## src/rtl/mem_arbiter_if.sv

```systemverilog
// Bus bundle for mem_arbiter: two requester ports, the shared read result, and the data-memory port.
// The slave modport is the arbiter's view; master is the requester/memory environment.
interface mem_arbiter_if #(
    parameter int ADDR_W = 8,
    parameter int DATA_W = 32
);
    logic              r0_req;
    logic              r0_we;
    logic [ADDR_W-1:0] r0_addr;
    logic [DATA_W-1:0] r0_wdata;
    logic              r0_ack;
    logic              r1_req;
    logic              r1_we;
    logic [ADDR_W-1:0] r1_addr;
    logic [DATA_W-1:0] r1_wdata;
    logic              r1_ack;
    logic [DATA_W-1:0] rdata;
    logic              grant;
    logic [ADDR_W-1:0] mem_read_address;
    logic [ADDR_W-1:0] mem_write_address;
    logic [DATA_W-1:0] mem_write_data;
    logic              mem_write_enable;
    logic [DATA_W-1:0] mem_read_data;

    modport slave (
        input  r0_req, r0_we, r0_addr, r0_wdata,
        input  r1_req, r1_we, r1_addr, r1_wdata,
        input  mem_read_data,
        output r0_ack, r1_ack, rdata, grant,
        output mem_read_address, mem_write_address, mem_write_data, mem_write_enable
    );

    modport master (
        output r0_req, r0_we, r0_addr, r0_wdata,
        output r1_req, r1_we, r1_addr, r1_wdata,
        output mem_read_data,
        input  r0_ack, r1_ack, rdata, grant,
        input  mem_read_address, mem_write_address, mem_write_data, mem_write_enable
    );
endinterface

```

## src/rtl/mem_arbiter.sv

```systemverilog
// Two-requester arbiter for a single-port synchronous data memory (IDLE -> ACCESS -> RESP).
// Define ARB_ROUND_ROBIN_EN for round-robin conflict resolution; otherwise requester 0 has fixed priority.
module mem_arbiter #(
    parameter int ADDR_W = 8,
    parameter int DATA_W = 32
) (
    input  logic         clk,
    input  logic         rst_n,
    input  logic         clk_enable,
    mem_arbiter_if.slave bus
);
    typedef enum logic [1:0] {
        IDLE   = 2'd0,
        ACCESS = 2'd1,
        RESP   = 2'd2
    } state_t;

    state_t            state_reg;
    logic              grant_reg;
    logic              we_reg;
    logic              mem_we_reg;
    logic              r0_ack_reg;
    logic              r1_ack_reg;
    logic [ADDR_W-1:0] addr_reg;
    logic [DATA_W-1:0] wdata_reg;
    logic [DATA_W-1:0] rdata_reg;

    logic              any_req;
    logic              winner;
    logic              sel_we;
    logic [ADDR_W-1:0] sel_addr;
    logic [DATA_W-1:0] sel_wdata;

    assign any_req = bus.r0_req | bus.r1_req;

`ifdef ARB_ROUND_ROBIN_EN
    // last_reg = requester granted most recently; reset to 1 so requester 0 wins the first conflict
    logic last_reg;
    assign winner = (bus.r0_req && bus.r1_req) ? ~last_reg : ~bus.r0_req;
`else
    assign winner = ~bus.r0_req;
`endif

    assign sel_we    = winner ? bus.r1_we    : bus.r0_we;
    assign sel_addr  = winner ? bus.r1_addr  : bus.r0_addr;
    assign sel_wdata = winner ? bus.r1_wdata : bus.r0_wdata;

    always_ff @(posedge clk) begin
        if (!rst_n) begin
            state_reg  <= IDLE;
            grant_reg  <= 1'b0;
            we_reg     <= 1'b0;
            mem_we_reg <= 1'b0;
            r0_ack_reg <= 1'b0;
            r1_ack_reg <= 1'b0;
            addr_reg   <= '0;
            wdata_reg  <= '0;
            rdata_reg  <= '0;
`ifdef ARB_ROUND_ROBIN_EN
            last_reg   <= 1'b1;
`endif
        end else if (clk_enable) begin
            r0_ack_reg <= 1'b0;
            r1_ack_reg <= 1'b0;
            case (state_reg)
                IDLE: begin
                    if (any_req) begin
                        // memory-side outputs are loaded here so they are valid throughout ACCESS
                        grant_reg  <= winner;
                        we_reg     <= sel_we;
                        mem_we_reg <= sel_we;
                        addr_reg   <= sel_addr;
                        wdata_reg  <= sel_wdata;
`ifdef ARB_ROUND_ROBIN_EN
                        last_reg   <= winner;
`endif
                        state_reg  <= ACCESS;
                    end
                end
                ACCESS: begin
                    mem_we_reg <= 1'b0;
                    state_reg  <= RESP;
                end
                RESP: begin
                    if (grant_reg) begin
                        r1_ack_reg <= 1'b1;
                    end else begin
                        r0_ack_reg <= 1'b1;
                    end
                    if (!we_reg) begin
                        rdata_reg <= bus.mem_read_data;
                    end
                    state_reg <= IDLE;
                end
                default: begin
                    mem_we_reg <= 1'b0;
                    state_reg  <= IDLE;
                end
            endcase
        end
    end

    assign bus.r0_ack            = r0_ack_reg;
    assign bus.r1_ack            = r1_ack_reg;
    assign bus.rdata             = rdata_reg;
    assign bus.grant             = grant_reg;
    assign bus.mem_read_address  = addr_reg;
    assign bus.mem_write_address = addr_reg;
    assign bus.mem_write_data    = wdata_reg;
    assign bus.mem_write_enable  = mem_we_reg;
endmodule

```

## src/flat_wrapper.sv

```systemverilog
// flat-port wrapper written by rule: the top's interface ports become plain ports
module mem_arbiter_flat 
#(
    parameter int ADDR_W = 8,
    parameter int DATA_W = 32
)
  (clk, rst_n, clk_enable, bus_r0_req, bus_r0_we, bus_r0_addr, bus_r0_wdata, bus_r1_req, bus_r1_we, bus_r1_addr, bus_r1_wdata, bus_mem_read_data, bus_r0_ack, bus_r1_ack, bus_rdata, bus_grant, bus_mem_read_address, bus_mem_write_address, bus_mem_write_data, bus_mem_write_enable);
  mem_arbiter_if #(.ADDR_W(ADDR_W), .DATA_W(DATA_W)) bus_i ();
  input  logic clk;
  input  logic rst_n;
  input  logic clk_enable;
  input wire logic [$bits(bus_i.r0_req)-1:0] bus_r0_req;
  input wire logic [$bits(bus_i.r0_we)-1:0] bus_r0_we;
  input wire logic [$bits(bus_i.r0_addr)-1:0] bus_r0_addr;
  input wire logic [$bits(bus_i.r0_wdata)-1:0] bus_r0_wdata;
  input wire logic [$bits(bus_i.r1_req)-1:0] bus_r1_req;
  input wire logic [$bits(bus_i.r1_we)-1:0] bus_r1_we;
  input wire logic [$bits(bus_i.r1_addr)-1:0] bus_r1_addr;
  input wire logic [$bits(bus_i.r1_wdata)-1:0] bus_r1_wdata;
  input wire logic [$bits(bus_i.mem_read_data)-1:0] bus_mem_read_data;
  output wire logic [$bits(bus_i.r0_ack)-1:0] bus_r0_ack;
  output wire logic [$bits(bus_i.r1_ack)-1:0] bus_r1_ack;
  output wire logic [$bits(bus_i.rdata)-1:0] bus_rdata;
  output wire logic [$bits(bus_i.grant)-1:0] bus_grant;
  output wire logic [$bits(bus_i.mem_read_address)-1:0] bus_mem_read_address;
  output wire logic [$bits(bus_i.mem_write_address)-1:0] bus_mem_write_address;
  output wire logic [$bits(bus_i.mem_write_data)-1:0] bus_mem_write_data;
  output wire logic [$bits(bus_i.mem_write_enable)-1:0] bus_mem_write_enable;
  assign bus_i.r0_req = bus_r0_req;
  assign bus_i.r0_we = bus_r0_we;
  assign bus_i.r0_addr = bus_r0_addr;
  assign bus_i.r0_wdata = bus_r0_wdata;
  assign bus_i.r1_req = bus_r1_req;
  assign bus_i.r1_we = bus_r1_we;
  assign bus_i.r1_addr = bus_r1_addr;
  assign bus_i.r1_wdata = bus_r1_wdata;
  assign bus_i.mem_read_data = bus_mem_read_data;
  assign bus_r0_ack = bus_i.r0_ack;
  assign bus_r1_ack = bus_i.r1_ack;
  assign bus_rdata = bus_i.rdata;
  assign bus_grant = bus_i.grant;
  assign bus_mem_read_address = bus_i.mem_read_address;
  assign bus_mem_write_address = bus_i.mem_write_address;
  assign bus_mem_write_data = bus_i.mem_write_data;
  assign bus_mem_write_enable = bus_i.mem_write_enable;
  mem_arbiter #(.ADDR_W(ADDR_W), .DATA_W(DATA_W)) u_core (.clk(clk), .rst_n(rst_n), .clk_enable(clk_enable), .bus(bus_i));
endmodule
```

## config.mk

```make
export PLATFORM = sky130hd
export DESIGN_NAME = mem_arbiter_flat
export DESIGN_NICKNAME = d
export VERILOG_FILES = /design/src/rtl/mem_arbiter_if.sv /design/src/rtl/mem_arbiter.sv /design/src/flat_wrapper.sv
export SDC_FILE = /design/constraint.sdc
export NUM_CORES = 1
export LEC_CHECK = 0
export CAP_MARGIN = 20
export CELL_PAD_IN_SITES_DETAIL_PLACEMENT = 0
export CELL_PAD_IN_SITES_GLOBAL_PLACEMENT = 1
export CORE_MARGIN = 2
export CORE_UTILIZATION = 30
export CTS_BUF_LIST = sky130_fd_sc_hd__clkbuf_8
export DETAILED_ROUTE_END_ITERATION = 7
export PLACE_DENSITY = 0.9
export SETUP_SLACK_MARGIN = 0.02
export SYNTH_ARGS = -nofsm -noshare
export SYNTH_HDL_FRONTEND = slang
export SYNTH_SLANG_ARGS = --single-unit
```

## constraint.sdc

```tcl
create_clock -name clk -period 2.25 [get_ports clk]
set_clock_uncertainty 0.15 [all_clocks]
set_input_delay 0.45 -clock clk [delete_from_list [all_inputs] [get_ports clk]]
set_output_delay 0.45 -clock clk [all_outputs]
set_load 0.05 [all_outputs]
```

==> metrics <==
status=finished clean; Critical-path top delay cell=clkdlybuf4s50_1; Setup WS pre-CTS=around 0.18 ns; hold-critical path depth=2; Max Fclk=around 0.47 GHz; vias in the first global route=~3400; CTS tree=built; H-tree levels=3; Clock Tree Buf Depth=2; final setup vio count=0; Setup CP Type=reg -> out; Net Count, Synth=485; post-synthesis area per instance=~9.7 um^2; post-DP HPWL=slightly below 8000 um; share of the synthesized area in the top cell type=44.7%; largest family of logic cells by synthesized area=compound AO/OA/AOI/OAI gates; FF+latch count, synth=79; Worst R2R Path Depth=4; CTS Sinks=79; xor/xnor share of the synthesized area=0%; I/O Buffers=roughly 200; reg-to-reg critical path endpoint=u_core.bus.rdata[14]$_SDFFE_PN0P_; CP Capture Type=output port; reg2reg start=u_core.state_reg[0]$_SDFFE_PN0P_; DRC viols=0; Clock transition at path regs=~0.080 ns; Core ar.=around 11000 um^2; Hold Path Sink=u_core.bus.rdata[11]$_SDFFE_PN0P_; slowest stage delay, CP=between 0.8 and 0.9 ns; Final min period=~2.1 ns; DR WL/cell=around 15 um; area of the mapped netlist=~3500 um^2; HP Start=u_core.bus.rdata[11]$_SDFFE_PN0P_; Max Cap Violations=0; chip width=between 100 and 150 um; pin count of the biggest net entering global routing=40; Hold WC Path Type=reg -> reg; min setup slack post-route=about 0.11 ns; Clk Latency, worst-skew pair=0.34 ns; initial antenna violation count=0; setup TNS=0 ns; router iterations before antenna repair=4; cell count after synthesis=roughly 370; post-synthesis mux area share=12.2%; share of layout cells above drive strength 1=~14%; critical path buffer and inverter count=1; Pleak=approximately 2.1 nW; GRT Resource Usage Total=around 16%; Final Hold Fails=0; Critical Path RT=between 1.5 and 2 ns; Post-CTS Setup Bufs=0; I/O pin count=203; worst path cell trace=clkdlybuf4s50_1; first-pass GRT wire length=16900 um; die area=between 10000 and 15000 um^2; CP Data Arrival Time=about 1.5 ns; Compound-Gate Fraction of Synth Area=between 20% and 30%; post-cts sizing count=0; Initial DRC Count=between 100 and 150; Final ANT Viol Nets=0; PwrDens=approximately 640 nW/um^2; RSZ-0062 raised after global routing=false; vias per std cell=4.74; CTS Buf Count=9; Post-CTS Hold Buffers=0; flop-to-flop setup slack=~0.7 ns; Crit path max-delay family=buffers and inverters; Nets=666; Initial Utilization=between 30% and 40%; Root Driver=clkbuf_8; Seq/Total Area, Yosys=roughly 45%; cell taking the most area after synthesis=dfxtp_1; grt ovf=0; ranking of synthesized cells by area=dfxtp_1, a211oi_2, mux2i_1; post-synthesis adder-cell area fraction=0%; Unique masters post-synth=25; n_diodes=0; crit path max fanout=3; Max rail drop VDD=about 0.00032 V; Die Y=around 110 um; area grow syn2layout=65.1%; DR vias=approximately 3300; worst rel slew slack=63.6%; Setup crit start kind=flop; Syn. warnings=0; crit share post-route=95.0%; Routed WL=roughly 11000 um; area fraction in and, or, nand and nor cells after synthesis=a little under a tenth; # rows=39; Worst-Margin Slew=between 0.5 and 0.6 ns; placer congestion estimate=roughly 0.70; fin. max-slew vios=0
layout by cell type (no fill, tap or decap), types with 2 or more instances in the layout:
cell	Yosys	routed
clkdlybuf4s50_1	0	199
dfxtp_1	79	79
a21oi_1	74	74
nand2_1	67	67
mux2i_1	41	41
a211oi_2	39	39
buf_4	9	10
clkbuf_8	0	9
buf_12	0	5
clkinv_2	0	3
o21a_1	2	2
a211oi_1	2	2
nor2_1	2	2
mux2_2	2	2
o21ai_1	2	2
bufinv_16	0	2
kinds of logic (layout without fill, tap and decap cells):
family / Yosys count / count (layout)
buffers and inverters: 46 / 231
DFF: 79 / 79
muxes: 43 / 43
AOI/OAI and AO/OA: 120 / 120
and+or+nand+nor: 78 / 78
layer usage:
metal  vias to the layer above  global-route usage, %  wire length (um)
met2                       128                   27.9              5150
met3                        12                   6.70              1120
met4                         0                   4.80               129
met1                      1514                   18.9              4210
li1                       1634                      -                 -
met5                         -                      0                 0
cell type report:
class,count,area (um^2)
sequential,79,1580
inverter,1,5.00
clock inverter,6,86.3
clock buffer,9,124
tap,143,179
timing repair buffer,215,2170
multi-input combinational,241,1690
fill,1065,5630
cell usage after synthesis:
| master | number |
|---|---|
| a211oi_1 | 2 |
| a211oi_2 | 39 |
| a21oi_1 | 74 |
| and2_4 | 1 |
| buf_1 | 1 |
| buf_2 | 15 |
| buf_4 | 9 |
| buf_6 | 8 |
| clkbuf_1 | 12 |
| dfxtp_1 | 79 |
| inv_2 | 1 |
| mux2_2 | 2 |
| mux2i_1 | 41 |
| nand2_1 | 67 |
| nand2b_1 | 1 |
| nand4_1 | 1 |
| nand4b_1 | 1 |
| nand4bb_1 | 1 |
| nor2_1 | 2 |
| nor2b_1 | 2 |
| nor3b_1 | 1 |
| nor4bb_1 | 1 |
| o21a_1 | 2 |
| o21ai_1 | 2 |
| o21ba_1 | 1 |
metrics by stage:
stage	cell area, um^2	total power, mW	cells	hold slack [ns]	utilization [%]
2_1_floorplan	3540	2.22	366	0.287	-
3_3_place_gp	5630	2.64	679	0.289	49.1
3_5_place_dp	5630	2.66	679	0.299	49.1
4_1_cts	5840	3.80	694	0.307	50.9
5_1_grt	5840	3.92	694	0.328	50.9
6_report	5840	3.74	694	0.305	50.9
how the worst max path moves through the flow:
stage,slack (ns),cells after the start,start,endpoint
after global placement,0.27,5,clk_enable,u_core.bus.grant$_SDFFE_PN0P_
after floorplan,0.62,7,bus_r0_req,u_core.bus.mem_read_address[3]$_SDFFE_PN0P_
after global routing,0.04,1,u_core.bus.mem_read_address[6]$_SDFFE_PN0P_,bus_mem_read_address[6]
final,0.11,1,u_core.bus.mem_read_address[2]$_SDFFE_PN0P_,bus_mem_read_address[2]
after CTS,0.1,1,u_core.bus.mem_read_address[2]$_SDFFE_PN0P_,bus_mem_read_address[2]
after detailed placement,0.18,6,clk_enable,u_core.bus.rdata[14]$_SDFFE_PN0P_
power by group:
part | switching (mW) | leakage [nW] | total [mW] | internal [mW]
Sequential | 0.0534 | 0.646 | 1.53 | 1.48
Clock | 0.507 | 0.105 | 1.12 | 0.617
Combinational | 0.607 | 1.33 | 1.09 | 0.481
Total | 1.17 | 2.08 | 3.74 | 2.58
No activity file was read; power rests on OpenSTA's default activity.
